File: config.mk
export PLATFORM = sky130hd
export DESIGN_NAME = decode_stage
export DESIGN_NICKNAME = d
export VERILOG_FILES = /design/src/rtl/decode_pkg.sv /design/src/rtl/decode_fields.sv /design/src/rtl/decode_stage.sv
export SDC_FILE = /design/constraint.sdc
export NUM_CORES = 1
export LEC_CHECK = 0
export ABC_AREA = 1
export CORE_MARGIN = 1.5
export CORE_UTILIZATION = 35
export CTS_CLUSTER_SIZE = 25
export DETAILED_ROUTE_END_ITERATION = 8
export DONT_BUFFER_PORTS = 1
export HOLD_SLACK_MARGIN = 0.03
export RECOVER_POWER = 50
export SETUP_SLACK_MARGIN = 0.4
export SLEW_MARGIN = 40
export SYNTH_ARGS = -nofsm -noshare
export SYNTH_HDL_FRONTEND = slang
export SYNTH_SLANG_ARGS = --single-unit
File: constraint.sdc
create_clock -name clk -period 14.5 [get_ports clk]
set_clock_uncertainty 0.05 [all_clocks]
set_input_delay 4.35 -clock clk [delete_from_list [all_inputs] [get_ports clk]]
set_output_delay 4.35 -clock clk [all_outputs]
set_load 0.01 [all_outputs]
File: src/rtl/decode_pkg.sv
// decode_pkg: instruction field map and stage storage types
// shared by the decode stage and its field extractor.
package decode_pkg;

  localparam int INSTR_W = 32;
  localparam int REG_W   = 4;
  localparam int PC_W_DEF = 27;

  localparam int OP_MSB    = 31;
  localparam int OP_LSB    = 28;
  localparam int ALUOP_MSB = 27;
  localparam int ALUOP_LSB = 24;
  localparam int CALU_MSB  = 23;
  localparam int CALU_LSB  = 8;
  localparam int C16_MSB   = 27;
  localparam int C16_LSB   = 12;
  localparam int C27_MSB   = 27;
  localparam int C27_LSB   = 1;
  localparam int AREG_MSB  = 11;
  localparam int AREG_LSB  = 8;
  localparam int BREG_MSB  = 7;
  localparam int BREG_LSB  = 4;
  localparam int DREG_MSB  = 3;
  localparam int DREG_LSB  = 0;
  localparam int HE_BIT    = 8;
  localparam int OE_BIT    = 0;
  localparam int SIG_BIT   = 0;

  // One buffered entry at the default PC width; the stage
  // declares the same shape locally for other PC_W values.
  typedef struct packed {
    logic                valid;
    logic [INSTR_W-1:0]  instr;
    logic [PC_W_DEF-1:0] pc;
  } dec_entry_t;

endpackage

File: src/rtl/decode_fields.sv
// decode_fields: combinational field extraction from a
// raw instruction word. DATA_W must be at least 16.
module decode_fields
  import decode_pkg::*;
#(
  parameter int DATA_W = 32
) (
  input  logic [INSTR_W-1:0] instr,
  output logic [3:0]         instr_op,
  output logic [3:0]         alu_op,
  output logic [DATA_W-1:0]  const_alu,
  output logic [DATA_W-1:0]  const16,
  output logic [15:0]        const16u,
  output logic [26:0]        const27,
  output logic [REG_W-1:0]   areg,
  output logic [REG_W-1:0]   breg,
  output logic [REG_W-1:0]   dreg,
  output logic               he,
  output logic               oe,
  output logic               sig
);

  assign instr_op  = instr[OP_MSB:OP_LSB];
  assign alu_op    = instr[ALUOP_MSB:ALUOP_LSB];
  // Signed size casts replicate bit 15 into the upper bits.
  assign const_alu =
    DATA_W'($signed(instr[CALU_MSB:CALU_LSB]));
  assign const16   =
    DATA_W'($signed(instr[C16_MSB:C16_LSB]));
  assign const16u  = instr[C16_MSB:C16_LSB];
  assign const27   = instr[C27_MSB:C27_LSB];
  assign areg      = instr[AREG_MSB:AREG_LSB];
  assign breg      = instr[BREG_MSB:BREG_LSB];
  assign dreg      = instr[DREG_MSB:DREG_LSB];
  assign he        = instr[HE_BIT];
  assign oe        = instr[OE_BIT];
  assign sig       = instr[SIG_BIT];

endmodule

File: src/rtl/decode_stage.sv
// decode_stage: registered decode behind a 2-entry skid buffer.
// Optional DECODE_PERF_CNT_EN adds an output-accept counter.
module decode_stage
  import decode_pkg::*;
#(
  parameter int DATA_W = 32,
  parameter int PC_W   = 27
) (
  input  logic               clk,
  input  logic               reset,
  input  logic               flush,
  input  logic               in_valid,
  output logic               in_ready,
  input  logic [INSTR_W-1:0] in_instr,
  input  logic [PC_W-1:0]    in_pc,
  output logic               out_valid,
  input  logic               out_ready,
  output logic [PC_W-1:0]    out_pc,
  output logic [3:0]         instr_op,
  output logic [3:0]         alu_op,
  output logic [DATA_W-1:0]  const_alu,
  output logic [DATA_W-1:0]  const16,
  output logic [15:0]        const16u,
  output logic [26:0]        const27,
  output logic [REG_W-1:0]   areg,
  output logic [REG_W-1:0]   breg,
  output logic [REG_W-1:0]   dreg,
  output logic               he,
  output logic               oe,
  output logic               sig,
  output logic [31:0]        perf_cnt
);

  typedef struct packed {
    logic               valid;
    logic [INSTR_W-1:0] instr;
    logic [PC_W-1:0]    pc;
  } entry_t;

  entry_t m_q, m_d;
  entry_t s_q, s_d;
  entry_t in_e;
  logic   in_acc;
  logic   out_acc;

  // in_ready comes straight from a flop: no comb path to fetch.
  assign in_ready  = !s_q.valid;
  assign out_valid = m_q.valid;
  assign out_pc    = m_q.pc;
  assign in_acc    = in_valid && in_ready && !flush;
  assign out_acc   = m_q.valid && out_ready;
  assign in_e      = '{valid: 1'b1,
                       instr: in_instr,
                       pc:    in_pc};

  // Main/skid next state; S is only ever valid while M is.
  always_comb begin
    m_d = m_q;
    s_d = s_q;
    if (flush) begin
      m_d.valid = 1'b0;
      s_d.valid = 1'b0;
    end else if (!m_q.valid) begin
      if (in_acc) m_d = in_e;
    end else if (out_acc) begin
      if (s_q.valid) begin
        m_d       = s_q;
        s_d.valid = 1'b0;
      end else if (in_acc) begin
        m_d = in_e;
      end else begin
        m_d.valid = 1'b0;
      end
    end else if (in_acc) begin
      s_d = in_e;
    end
  end

  // Entry registers; reset drops both entries at once.
  always_ff @(posedge clk or posedge reset) begin
    if (reset) begin
      m_q <= '0;
      s_q <= '0;
    end else begin
      m_q <= m_d;
      s_q <= s_d;
    end
  end

`ifdef DECODE_PERF_CNT_EN
  logic [31:0] perf_q, perf_d;

  // Count consumed outputs, wrapping naturally; flush keeps it.
  always_comb begin
    perf_d = perf_q + 32'(out_acc);
  end

  // Counter register, cleared only by reset.
  always_ff @(posedge clk or posedge reset) begin
    if (reset) perf_q <= '0;
    else       perf_q <= perf_d;
  end

  assign perf_cnt = perf_q;
`else
  assign perf_cnt = '0;
`endif

  decode_fields #(
    .DATA_W (DATA_W)
  ) u_fields (
    .instr     (m_q.instr),
    .instr_op  (instr_op),
    .alu_op    (alu_op),
    .const_alu (const_alu),
    .const16   (const16),
    .const16u  (const16u),
    .const27   (const27),
    .areg      (areg),
    .breg      (breg),
    .dreg      (dreg),
    .he        (he),
    .oe        (oe),
    .sig       (sig)
  );

endmodule

-- Word-level counts from Yosys, hierarchy flattened
Cells that the tools add are included.
- register bits: 120
- word-level logic and storage cells: 33
- equality and inequality tests: 2
- muxes and demuxes: 12
- bitwise gates (word level): 2
- reductions and logical operators: 11
- operators with widths (kind ; count):
    2-to-1 mux 60 bit ; 6
    2-to-1 mux 59 bit ; 2
    AND reduction 4 bit ; 2
    2-to-1 mux 1 bit ; 4
    nonzero test 2 bit ; 2
    logical AND 1 bit ; 3
    != test 3 bit, second input constant ; 1
    nonzero test 3 bit ; 1
    logical NOT 1 bit ; 2
    != test 2 x 1 -> 1 bit, second input constant ; 1
    NOT 1 bit ; 2
    AND reduction 2 bit ; 1

-- Longest topological paths before layout
- depth in word-level cells: 8
- depth in mapped cells: 9
- mapped depth without buffers: 7

-- Cells and area by module
From an unflattened synthesis, not the netlist that was laid out.
- cells, all modules: 1166
- area total of the unflattened synthesis: 7963.9 um^2
- modules (own cells, without submodules) (module ; times used ; cells an instance ; area an instance (um^2)):
    decode_stage ; 1 ; 1036 ; 6988.0
    decode_fields ; 1 ; 130 ; 975.9

-- Least setup slack after synthesis
Ideal clock, no wire load.
- path type: in2reg
- start: input port in_valid
- end: register m_q[50] (netlist name)
- arrival time: 5283 ps
- required time: 14384 ps
- slack: 9101 ps
- stages: 8
- buffers on the path: 3
- path through: buf_2 > nor2_1 > nand2_1 > nand3b_2 > buf_6 > buf_6 > nand2_1 > nand2_1
- word-level cells in the longest chain between the ends: 4
- elaborated cells between the ends (all ways): 5
- RTL lines (element ; line ; RTL):
    start, declared ; decode_stage.sv:12 ; input logic in_valid,
    logical AND 1 bit (*) (2 in a row) ; decode_stage.sv:50 ; assign in_acc = in_valid && in_ready && !flush;
    != test 3 bit (no source line) or nonzero test 2 bit (tied branches) ; n/a ;
    AND reduction 4 bit (no source line) (*) ; n/a ;
    end signal, assigned ; decode_stage.sv:85 ; m_q <= m_d;
    end, declared ; decode_stage.sv:40 ; entry_t m_q, m_d;
Mark *: on every way between the ends. The rest lies on a longest branch, timed or not.
A chain may end at the register's enable or synchronous reset.

-- Worst setup path in the final report
- start: input port flush
- end: register m_q (netlist bit out_pc[3])
- word-level cells in the longest chain between the ends: 4
- elaborated cells between the ends (all ways): 6
- RTL lines (element ; line ; RTL):
    start, declared ; decode_stage.sv:11 ; input logic flush,
    logical NOT 1 bit ; decode_stage.sv:50 ;
    logical AND 1 bit ; decode_stage.sv:50 ;
    != test 3 bit (no source line) or nonzero test 2 bit (tied branches) ; n/a ;
    AND reduction 4 bit (no source line) (*) ; n/a ;
Marked as above.

==> flow_metrics.py <==
metrics = {
    "power": {
        "p_seq_share_pct": 43.6,
        "switching_share_pct": 31.3,
        "p_leak_nw": 4.23,
        "p_switching_uw": 347,
        "combPwrFrac_pct": 14.7,
        "ir_worst_vdd_v": 0.0000677,
        "power.density_nw_per_um2": 148,
        "clockPowerShare_pct": 41.7,
        "intPower_uw": 760,
    },
    "synth": {
        "synthSimpleGateAreaFrac_pct": 34.6,
        "synthMuxAreaShare_pct": 0,
        "synth_edf_count": 0,
        "avgSynthCellArea_um2": 6.84,
        "synth_compound_area_share_pct": 4.33,
        "synth_top_family_by_area": "simple AND/OR/NAND/NOR gates",
        "synth_seq_cells": 120,
        "synth_fa_ha_area_share_pct": 0,
        "async_flop_share_pct": 100,
        "ys_types": 23,
        "netlist_instances": 1107,
        "yosysWarnings": 0,
        "synth-xor-area-share_pct": 0,
        "synth_seq_area_share_pct": 39.7,
        "synth_area_um2": 7570,
        "synthFlopType": "dfrtp_1",
    },
    "clock_network": {
        "clock_latency_ps": 410,
        "holdBufCountCts": 0,
        "max-clock-path-buffers": 2,
        "clock_sinks": 120,
        "numCtsBuffers": 17,
        "cts_resized": 0,
        "cts_tree": "yes",
        "htree_num_levels": 4,
        "clkTransAtPathRegs_ps": 50,
        "clockRootBuffer": "clkbuf_16",
        "postCtsSetupRepairBufs": 0,
    },
    "setup_path": {
        "cp.arrival_ps": 8990,
        "required_ps": 14790,
        "critPathMaxStageDelay_ps": 1660,
        "path_common_cell": "nand2_1",
        "rr_endpoint": "out_pc[3]$_DFFE_PP0P_",
        "r2r-start": "s_q[59]$_DFFE_PP0P_",
        "crit_path_cell_trace": "nor2_1 > clkbuf_1 > nand2_1 > a21oi_4 > buf_4 > nand3_1 > nand2_1",
        "critPathLaunchType": "input pin",
        "critPathSlowestCell": "nor2_1",
        "r2r_slack_ps": 8890,
        "cp-end-kind": "register",
        "crit_type": "in2reg",
        "reg2reg_depth": 8,
        "cp_max_fo": 32,
    },
    "cells_and_area": {
        "area_delta_synth_final_pct": -1.34,
        "stdcell_area_um2": 7470,
        "final_nets": 1035,
        "stdcell_count": 1259,
        "final_core_util_pct": 35.3,
        "drive_gt1_share_pct": 5.39,
        "num_antenna_cells": 0,
    },
    "timing": {
        "tns_ps": 0,
        "rsz0062_at_grt": "no",
        "slew_violations": 156,
        "slew_headroom_pct": -87.3,
        "finalCritPeriodShare_pct": 60.0,
        "finalHoldViolations": 0,
        "worst_slew_pin_slew_ps": 2810,
        "period_needed_ps": 8700,
        "finalSetupViolations": 0,
        "fin_ws_ps": 5800,
        "fmax_mhz": 115,
    },
    "routing": {
        "drt_iter0_markers": 376,
        "top_layer": "met4",
        "route.met3.wl_um": 1230,
        "vias": 5949,
        "drtPass1Iterations": 5,
        "wirelength_um": 18800,
        "met1_length_um": 8300,
        "avgViaCountPerCell": 4.73,
        "ant_nets": 0,
        "dr_wl_met2_um": 9070,
        "route.detailed.drc": 0,
        "wl_per_cell_um": 14.9,
    },
    "flow_run": {
        "cap_viol_max_count": 4,
    },
    "place": {
        "port_buffers": 0,
        "place_area_um2": 6890,
        "dp.cells": 1226,
        "gp_congestion": 0.742,
        "dpl.hpwl_um": 11200,
        "pre_cts_slack_ps": 7860,
    },
    "global_routing": {
        "grt_pass1_vias": 5706,
        "overflow": 0,
        "grt_util_all_layers_pct": 17.3,
        "grt_first_pass_wirelength_um": 30600,
        "antenna_found_initial": 0,
        "grt_max_degree": 63,
    },
    "min_path": {
        "min-delay-start": "s_q[31]$_DFFE_PP0P_",
        "min_to": "s_q[31]$_DFFE_PP0P_",
        "hold_class": "reg2reg",
        "holdPathStages": 2,
    },
    "die": {
        "die_width_um": 150,
        "core-area_um2": 21200,
        "dieArea_um2": 22500,
        "rows": 53,
        "io_pins": 255,
        "start_util_pct": 35.8,
        "chipHeight_um": 150,
    },
    "outcome": {
        "violations": "max-capacitance violations, max-slew violations",
        "status": "complete, but fails checks",
    },
}
==> how the worst max path moves through the flow <==
stage | to | cells after the start | from
after CTS | m_q[53]$_DFFE_PP0P_ | 8 | out_ready
final | out_pc[3]$_DFFE_PP0P_ | 7 | flush
after global placement | s_q[15]$_DFFE_PP0P_ | 3 | flush
after floorplan | m_q[27]$_DFFE_PP0P_ | 1 | reset
after detailed placement | out_pc[3]$_DFFE_PP0P_ | 7 | flush
after global routing | out_pc[3]$_DFFE_PP0P_ | 7 | flush
==> stage by stage <==
stage               total power, mW  hold slack (ps)
floorplan                     0.668              403
global placement              0.647              416
detailed placement            0.655              424
CTS                            1.12              438
global route                   1.18              454
finish                         1.11              431
==> layer usage <==
| layer | up-vias | global-route usage (%) |
|---|---|---|
| met5 | - | 0 |
| met4 | 0 | 5.20 |
| met3 | 16 | 4.70 |
| met2 | 192 | 28.4 |
| met1 | 2778 | 22.0 |
| li1 | 2963 | - |
==> final cells by class <==
class                   instances  area [µm²]
fillers                      2278       13700
clock inverters                 7         113
repair buffers                 14         123
clock buffers                  25         526
flip-flops and latches        120        3010
multi-input cells             740        3060
well taps                     275         344
inverters                      78         294
==> critical path: cells and delay by family <==
| kind | cells | cell delay (ps) |
|---|---|---|
| and+or+nand+nor | 4 | 2200 |
| buffers and inverters | 2 | 1700 |
| AOI/OAI and AO/OA | 1 | 710 |
==> registers in the layout (all words and copies together) (netlist names) <==
name,cells
s_q,60
m_q,32
out_pc,27
out_valid,1
==> power by group through the flow <==
stage / logic [mW] / registers, mW / clock network, mW
global placement: 0.160 / 0.486 / 0
CTS: 0.168 / 0.483 / 0.472
finish: 0.163 / 0.483 / 0.461
detailed placement: 0.168 / 0.487 / 0
global route: 0.194 / 0.496 / 0.486
floorplan: 0.212 / 0.456 / 0
==> synthesized netlist by cell type (2+ instances only) <==
master	n	share of area [%]
nand2_1	448	22
buf_4	135	13
nand3_1	133	8.8
dfrtp_1	120	40
inv_1	75	3.7
nor2_1	60	3.0
o21ai_0	56	3.7
clkbuf_1	32	1.6
buf_2	22	1.5
buf_1	6	0.30
buf_6	5	0.74
o21ai_1	3	0.20
inv_2	2	0.099
==> cell usage in the layout, fill, tap and decap left out <==
master / count
nand2_1: 449
nand3_1: 133
dfrtp_1: 116
inv_1: 74
nor2_1: 61
o21ai_0: 56
conb_1: 32
clkbuf_16: 17
clkbuf_8: 7
buf_4: 7
clkbuf_1: 5
inv_2: 3
o21ai_1: 3
clkinv_2: 3
bufinv_16: 3
a21oi_4: 2
buf_12: 2
dfrtp_4: 2
dfrtp_2: 2
nor2_2: 1
nand3b_2: 1
and2_1: 1
clkinvlp_2: 1
o31ai_1: 1
clkinvlp_4: 1
buf_8: 1
==> cell families after synthesis <==
logic type	after synthesis
buffers and inverters	278
AO/OA/AOI/OAI	62
other	1
flip-flops	120
AND/OR/NAND/NOR	646
(Power assumes the default switching activity.)
